## src/rtl/craft_cipher_core.sv

```systemverilog
// Iterative CRAFT tweakable block cipher core, ROUNDS_PER_CYCLE rounds unrolled per clock.
// Define CRAFT_DECRYPT_EN to compile in the decrypt datapath (mode = 1 decrypts).
module craft_cipher_core #(
    parameter int ROUNDS_PER_CYCLE = 1
) (
    input  logic         clk,
    input  logic         rst,
    input  logic         in_valid,
    output logic         in_ready,
    input  logic         mode,
    input  logic [63:0]  text_in,
    input  logic [63:0]  tweak,
    input  logic [127:0] key,
    output logic         out_valid,
    input  logic         out_ready,
    output logic [63:0]  text_out,
    output logic         busy
);
    localparam int R = ROUNDS_PER_CYCLE;

    if (R != 1 && R != 2 && R != 4 && R != 8 && R != 16 && R != 32) begin : g_bad_rpc
        $error("craft_cipher_core: ROUNDS_PER_CYCLE must be 1, 2, 4, 8, 16 or 32");
    end

    localparam logic [3:0] SBOX [16] = '{4'hC, 4'hA, 4'hD, 4'h3, 4'hE, 4'hB, 4'hF, 4'h7,
                                        4'h8, 4'h9, 4'h1, 4'h5, 4'h0, 4'h2, 4'h4, 4'h6};
    localparam int PERM  [16] = '{15, 12, 13, 14, 10, 9, 8, 11, 6, 5, 4, 7, 1, 2, 3, 0};
    localparam int QPERM [16] = '{12, 10, 15, 5, 14, 8, 9, 2, 11, 3, 7, 4, 6, 0, 1, 13};
    // {RC4, 0, RC3} per round, XORed onto nibbles 4 and 5
    localparam logic [7:0] RC [32] = '{
        8'h11, 8'h84, 8'h42, 8'h25, 8'h96, 8'hC7, 8'h63, 8'hB1,
        8'h54, 8'hA2, 8'hD5, 8'hE6, 8'hF7, 8'h73, 8'h31, 8'h14,
        8'h82, 8'h45, 8'h26, 8'h97, 8'hC3, 8'h61, 8'hB4, 8'h52,
        8'hA5, 8'hD6, 8'hE7, 8'hF3, 8'h71, 8'h34, 8'h12, 8'h85};

    function automatic logic [63:0] sbox_all(input logic [63:0] s);
        logic [63:0] r;
        r = '0;
        for (int i = 0; i < 16; i++) r[63-4*i -: 4] = SBOX[s[63-4*i -: 4]];
        return r;
    endfunction

    function automatic logic [63:0] perm_fwd(input logic [63:0] s);
        logic [63:0] r;
        r = '0;
        for (int i = 0; i < 16; i++) r[63-4*PERM[i] -: 4] = s[63-4*i -: 4];
        return r;
    endfunction

    function automatic logic [63:0] q_perm(input logic [63:0] s);
        logic [63:0] r;
        r = '0;
        for (int i = 0; i < 16; i++) r[63-4*i -: 4] = s[63-4*QPERM[i] -: 4];
        return r;
    endfunction

    // Row 0 ^= rows 2,3; row 1 ^= row 3 (an involution)
    function automatic logic [63:0] mix_col(input logic [63:0] s);
        return {s[63:48] ^ s[31:16] ^ s[15:0], s[47:32] ^ s[15:0], s[31:0]};
    endfunction

    function automatic logic [63:0] enc_round(input logic [63:0] s, input logic [4:0] idx,
                                              input logic [63:0] tk_i);
        logic [63:0] r;
        r = mix_col(s);
        r[47:40] = r[47:40] ^ RC[idx];
        r = r ^ tk_i;
        if (idx != 5'd31) r = sbox_all(perm_fwd(r));
        return r;
    endfunction

`ifdef CRAFT_DECRYPT_EN
    function automatic logic [63:0] perm_inv(input logic [63:0] s);
        logic [63:0] r;
        r = '0;
        for (int i = 0; i < 16; i++) r[63-4*i -: 4] = s[63-4*PERM[i] -: 4];
        return r;
    endfunction

    function automatic logic [63:0] dec_round(input logic [63:0] s, input logic [4:0] idx,
                                              input logic [63:0] tk_i);
        logic [63:0] r;
        r = s;
        if (idx != 5'd31) r = perm_inv(sbox_all(r));
        r = r ^ tk_i;
        r[47:40] = r[47:40] ^ RC[idx];
        return mix_col(r);
    endfunction
`endif

    typedef enum logic [1:0] {IDLE, RUN, DONE} state_t;
    state_t state, state_nxt;

    logic             armed;
    logic [63:0]      data;
    logic [3:0][63:0] tk;
    logic [4:0]       ctr, ctr_next;
    logic             last_step;
    logic [63:0]      stage [R+1];

`ifdef CRAFT_DECRYPT_EN
    logic dec;
`else
    logic unused_mode;
    assign unused_mode = mode;
`endif

    assign stage[0] = data;

    for (genvar k = 0; k < R; k++) begin : g_round
        logic [4:0] idx;
`ifdef CRAFT_DECRYPT_EN
        assign idx          = dec ? ctr - 5'(k) : ctr + 5'(k);
        assign stage[k + 1] = dec ? dec_round(stage[k], idx, tk[idx[1:0]])
                                  : enc_round(stage[k], idx, tk[idx[1:0]]);
`else
        assign idx          = ctr + 5'(k);
        assign stage[k + 1] = enc_round(stage[k], idx, tk[idx[1:0]]);
`endif
    end

    always_comb begin
`ifdef CRAFT_DECRYPT_EN
        last_step = dec ? (ctr == 5'(R - 1)) : (ctr == 5'(32 - R));
        ctr_next  = dec ? ctr - 5'(R) : ctr + 5'(R);
`else
        last_step = (ctr == 5'(32 - R));
        ctr_next  = ctr + 5'(R);
`endif
    end

    always_ff @(posedge clk or posedge rst) begin
        if (rst) state <= IDLE;
        else     state <= state_nxt;
    end

    always_comb begin
        state_nxt = state;
        unique case (state)
            IDLE:    if (in_valid && armed) state_nxt = RUN;
            RUN:     if (last_step)         state_nxt = DONE;
            DONE:    if (out_ready)         state_nxt = IDLE;
            default:                        state_nxt = IDLE;
        endcase
    end

    always_comb begin
        in_ready  = armed && (state == IDLE);
        out_valid = (state == DONE);
        busy      = (state == RUN);
    end

    always_ff @(posedge clk or posedge rst) begin
        if (rst) begin
            armed    <= 1'b0;
            data     <= '0;
            tk       <= '0;
            ctr      <= '0;
            text_out <= '0;
`ifdef CRAFT_DECRYPT_EN
            dec      <= 1'b0;
`endif
        end else begin
            armed <= 1'b1;
            if (in_valid && in_ready) begin
                data  <= text_in;
                tk[0] <= key[127:64] ^ tweak;
                tk[1] <= key[63:0] ^ tweak;
                tk[2] <= key[127:64] ^ q_perm(tweak);
                tk[3] <= key[63:0] ^ q_perm(tweak);
`ifdef CRAFT_DECRYPT_EN
                dec   <= mode;
                ctr   <= mode ? 5'd31 : 5'd0;
`else
                ctr   <= 5'd0;
`endif
            end else if (state == RUN) begin
                data <= stage[R];
                if (last_step) text_out <= stage[R];
                else           ctr      <= ctr_next;
            end
        end
    end
endmodule

```

## config.mk

```make
export PLATFORM = sky130hd
export DESIGN_NAME = craft_cipher_core
export DESIGN_NICKNAME = d
export VERILOG_FILES = /design/src/rtl/craft_cipher_core.sv
export SDC_FILE = /design/constraint.sdc
export NUM_CORES = 1
export LEC_CHECK = 0
export ABC_AREA = 1
export CAP_MARGIN = 10
export CORE_ASPECT_RATIO = 0.75
export CORE_MARGIN = 1
export CORE_UTILIZATION = 55
export DETAILED_ROUTE_END_ITERATION = 10
export GPL_ROUTABILITY_DRIVEN = 0
export PLACE_DENSITY = 0.88
export SLEW_MARGIN = 20
export SYNTH_ARGS = -nofsm -noshare
export SYNTH_HDL_FRONTEND = slang
export SYNTH_SLANG_ARGS = --single-unit
```

## constraint.sdc

```tcl
create_clock -name clk -period 17.11 [get_ports clk]
set_clock_uncertainty 0.1 [all_clocks]
set_input_delay 4.2775 -clock clk [delete_from_list [all_inputs] [get_ports clk]]
set_output_delay 4.2775 -clock clk [all_outputs]
set_load 0.02 [all_outputs]
```

==> metrics <==
status=complete, no violations; Setup CP Type=register to primary output; RSZ-0062 raised after global routing=false; #FFs+latches synth=392; Required @ worst endpoint=12.73 ns; nets=3347; maximum vdd ir drop=114 uV; largest net degree at the start of global routing=322; sequential share of the synthesized area=0.438; crit end category=primary output; Post-synth ARST share=1.00; Die ar.=0.0415 mm^2; leakage=12.5 nW; maximum clock path buffer count=3; Mapped Area=0.0224 mm^2; WHS=0.379 ns; clock slew at reported path FFs=0.06 ns; Initial Utilization=0.563; CP max stage cell=clkdlybuf4s50_1; Post-Layout Cell Count=3638; worst slew pin tran=1.04 ns; CTS resizes=0; M1 GR Usage=0.433; vias in the first global route=~20k; syn_area_per_cell=just under 8 um^2; Max Transition Viols Final=0; commonest cells after routing, fill and taps aside=nand2_1, dfrtp_1, clkdlybuf4s50_1, o21ai_0, xnor2_1; first-pass GRT wire length=109000 um; Die H=177 um; final-report hold violation count=0; grt ovf=0; cts bufs inserted=41; Pre-antenna DRT Iters=8; CP Max Fanout=56; total power=0.00656 W; Top FF cell, synth=dfrtp_1; H-tree levels=2; row cnt=63; met2 Use GR=0.530; drc violations=0; Hold Path Origin=text_out[40]$_DFFE_PP0P_; GR Util All Layers=0.340; Vias=about 21k; # port buffers=between 300 and 400; Cell Area, Placed=around 0.026 mm^2; fin crit share=0.406; routed len/inst=slightly below 20 um; number of synthesized flops with an enable pin=0; worst r2r dst=data[32]$_DFFE_PP0P_; Max Cap Viol=0; FF-to-FF Start=ctr[0]$_DFFE_PP0P_; layout cells sized above 1=0.0421; Die X=235 um; Core ar.=0.0398 mm^2; CP arrival=2.56 ns; Critical Path Max Stage Delay=~0.74 ns; crit path cell chain=inv_1, nor2_4, buf_4, clkdlybuf4s50_1; CTS root buf=clkbuf_16; R2R depth=12; Slew HR=0.308; CTS sink count=392; Power Dens Cells=242 mW/mm^2; grt met3 use=0.0802; Setup-failing EPs final=0; IO Pins=about 330; r2r setup slk=11.81 ns; via/cell ratio=5.73; DRT Wirelength=between 70000 and 80000 um; Final HPWL DP=51100 um; Hold EP=text_out[40]$_DFFE_PP0P_; DR iter-0 viols=2624; count of cell types in the netlist=38; Most Crowded Layer GR=met2; yosys warns=0; fmax=144 MHz; fin area=0.0271 mm^2; Skew-Pair Late Insertion Delay=about 0.56 ns; synthesis-to-finish area growth=20.9%; Cells after Synth=2901; setup_tns=0 ns; CTS tree=yes; Placed Cells incl. Taps=about 3.6k; Startpoint Class=register; post-synth net total=3172; Final Critical Period=6.94 ns; most common library cell in the layout ignoring fill and taps=nand2_1; initial antenna violation count=9; Min-Delay Path Depth=2; hold_buf cts=0; Hold Path Class=register to register; setup bufs post-CTS=0; antenna viol nets, final=0
==> worst max path at each step <==
stage	start	slack [ns]	end
global route	rst	10.09	tk[7]$_DFFE_PP0P_
global placement	rst	9.62	text_out[11]$_DFFE_PP0P_
CTS	rst	10.10	tk[130]$_DFFE_PP0P_
detailed placement	rst	9.53	text_out[11]$_DFFE_PP0P_
finish	state[0]$_DFFE_PP0P_	10.17	busy
floorplan	rst	1.83	armed$_DFF_PP0_
==> layer usage <==
metal,vias to the layer above,wire [um],share of wire
met2,1207,32000,0.45
li1,9526,-,-
met3,265,7840,0.11
met1,9842,27100,0.38
met4,0,4650,0.065
met5,-,0,0
==> registers in the layout (all words and copies together) (netlist names) <==
signal and cells:
data 64, ctr 5, armed 1, tk 256
text_out 64, state 2
==> layout make-up <==
class | count | area (um^2)
fill | 2960 | 12700
inverter | 139 | 532
multi-input combinational | 2159 | 11200
clock buffer | 67 | 1300
clock inverter | 9 | 153
timing repair buffer | 343 | 3430
tap | 520 | 651
antenna | 9 | 22.5
sequential | 392 | 9810
==> where the power goes <==
group	internal (W)	total, W	leakage, nW	switching, W
combinational	0.00131	0.00381	6.89	0.00250
clock	0.000579	0.000966	0.713	0.000388
sequential	0.00140	0.00178	4.92	0.000382
==> cell usage after synthesis (8+ instances only) <==
master | instances | area (um^2)
nand3_1 | 200 | 1000
dfrtp_1 | 392 | 9810
a21oi_1 | 35 | 175
nand2_1 | 1060 | 3980
buf_1 | 73 | 274
a22o_1 | 8 | 70.1
clkbuf_1 | 101 | 379
a21oi_2 | 8 | 70.1
xnor2_1 | 288 | 2520
o211ai_1 | 14 | 105
buf_2 | 22 | 110
xor2_1 | 77 | 674
o21ai_0 | 319 | 1600
nor2_1 | 46 | 173
o21ai_1 | 50 | 250
inv_2 | 21 | 78.8
ha_1 | 10 | 125
inv_1 | 117 | 439
buf_6 | 11 | 124
==> metrics by stage <==
stage | utilization | setup WS, ns
3_5_place_dp | 0.642 | 9.53
6_report | 0.680 | 10.17
2_1_floorplan | - | 1.83
3_3_place_gp | 0.642 | 9.62
4_1_cts | 0.679 | 10.10
5_1_grt | 0.680 | 10.09
==> worst max-delay path: cells and delay by family, from the launching register on <==
family | cells | cell delay (ns)
buf+inv | 3 | 1.41
flops | 1 | 0.46
simple gates | 1 | 0.08
==> cell families after synthesis <==
family | count (synthesis) | share of synthesized area
simple gates | 1317 | 0.233
compound gates | 455 | 0.109
flops | 392 | 0.438
xor+xnor | 374 | 0.149
buf+inv | 350 | 0.0642
fa+ha+maj | 10 | 0.00559
mux | 2 | 0.000894
other cells | 1 | 0.000167
Note: power is estimated with default switching activity, not from simulation.
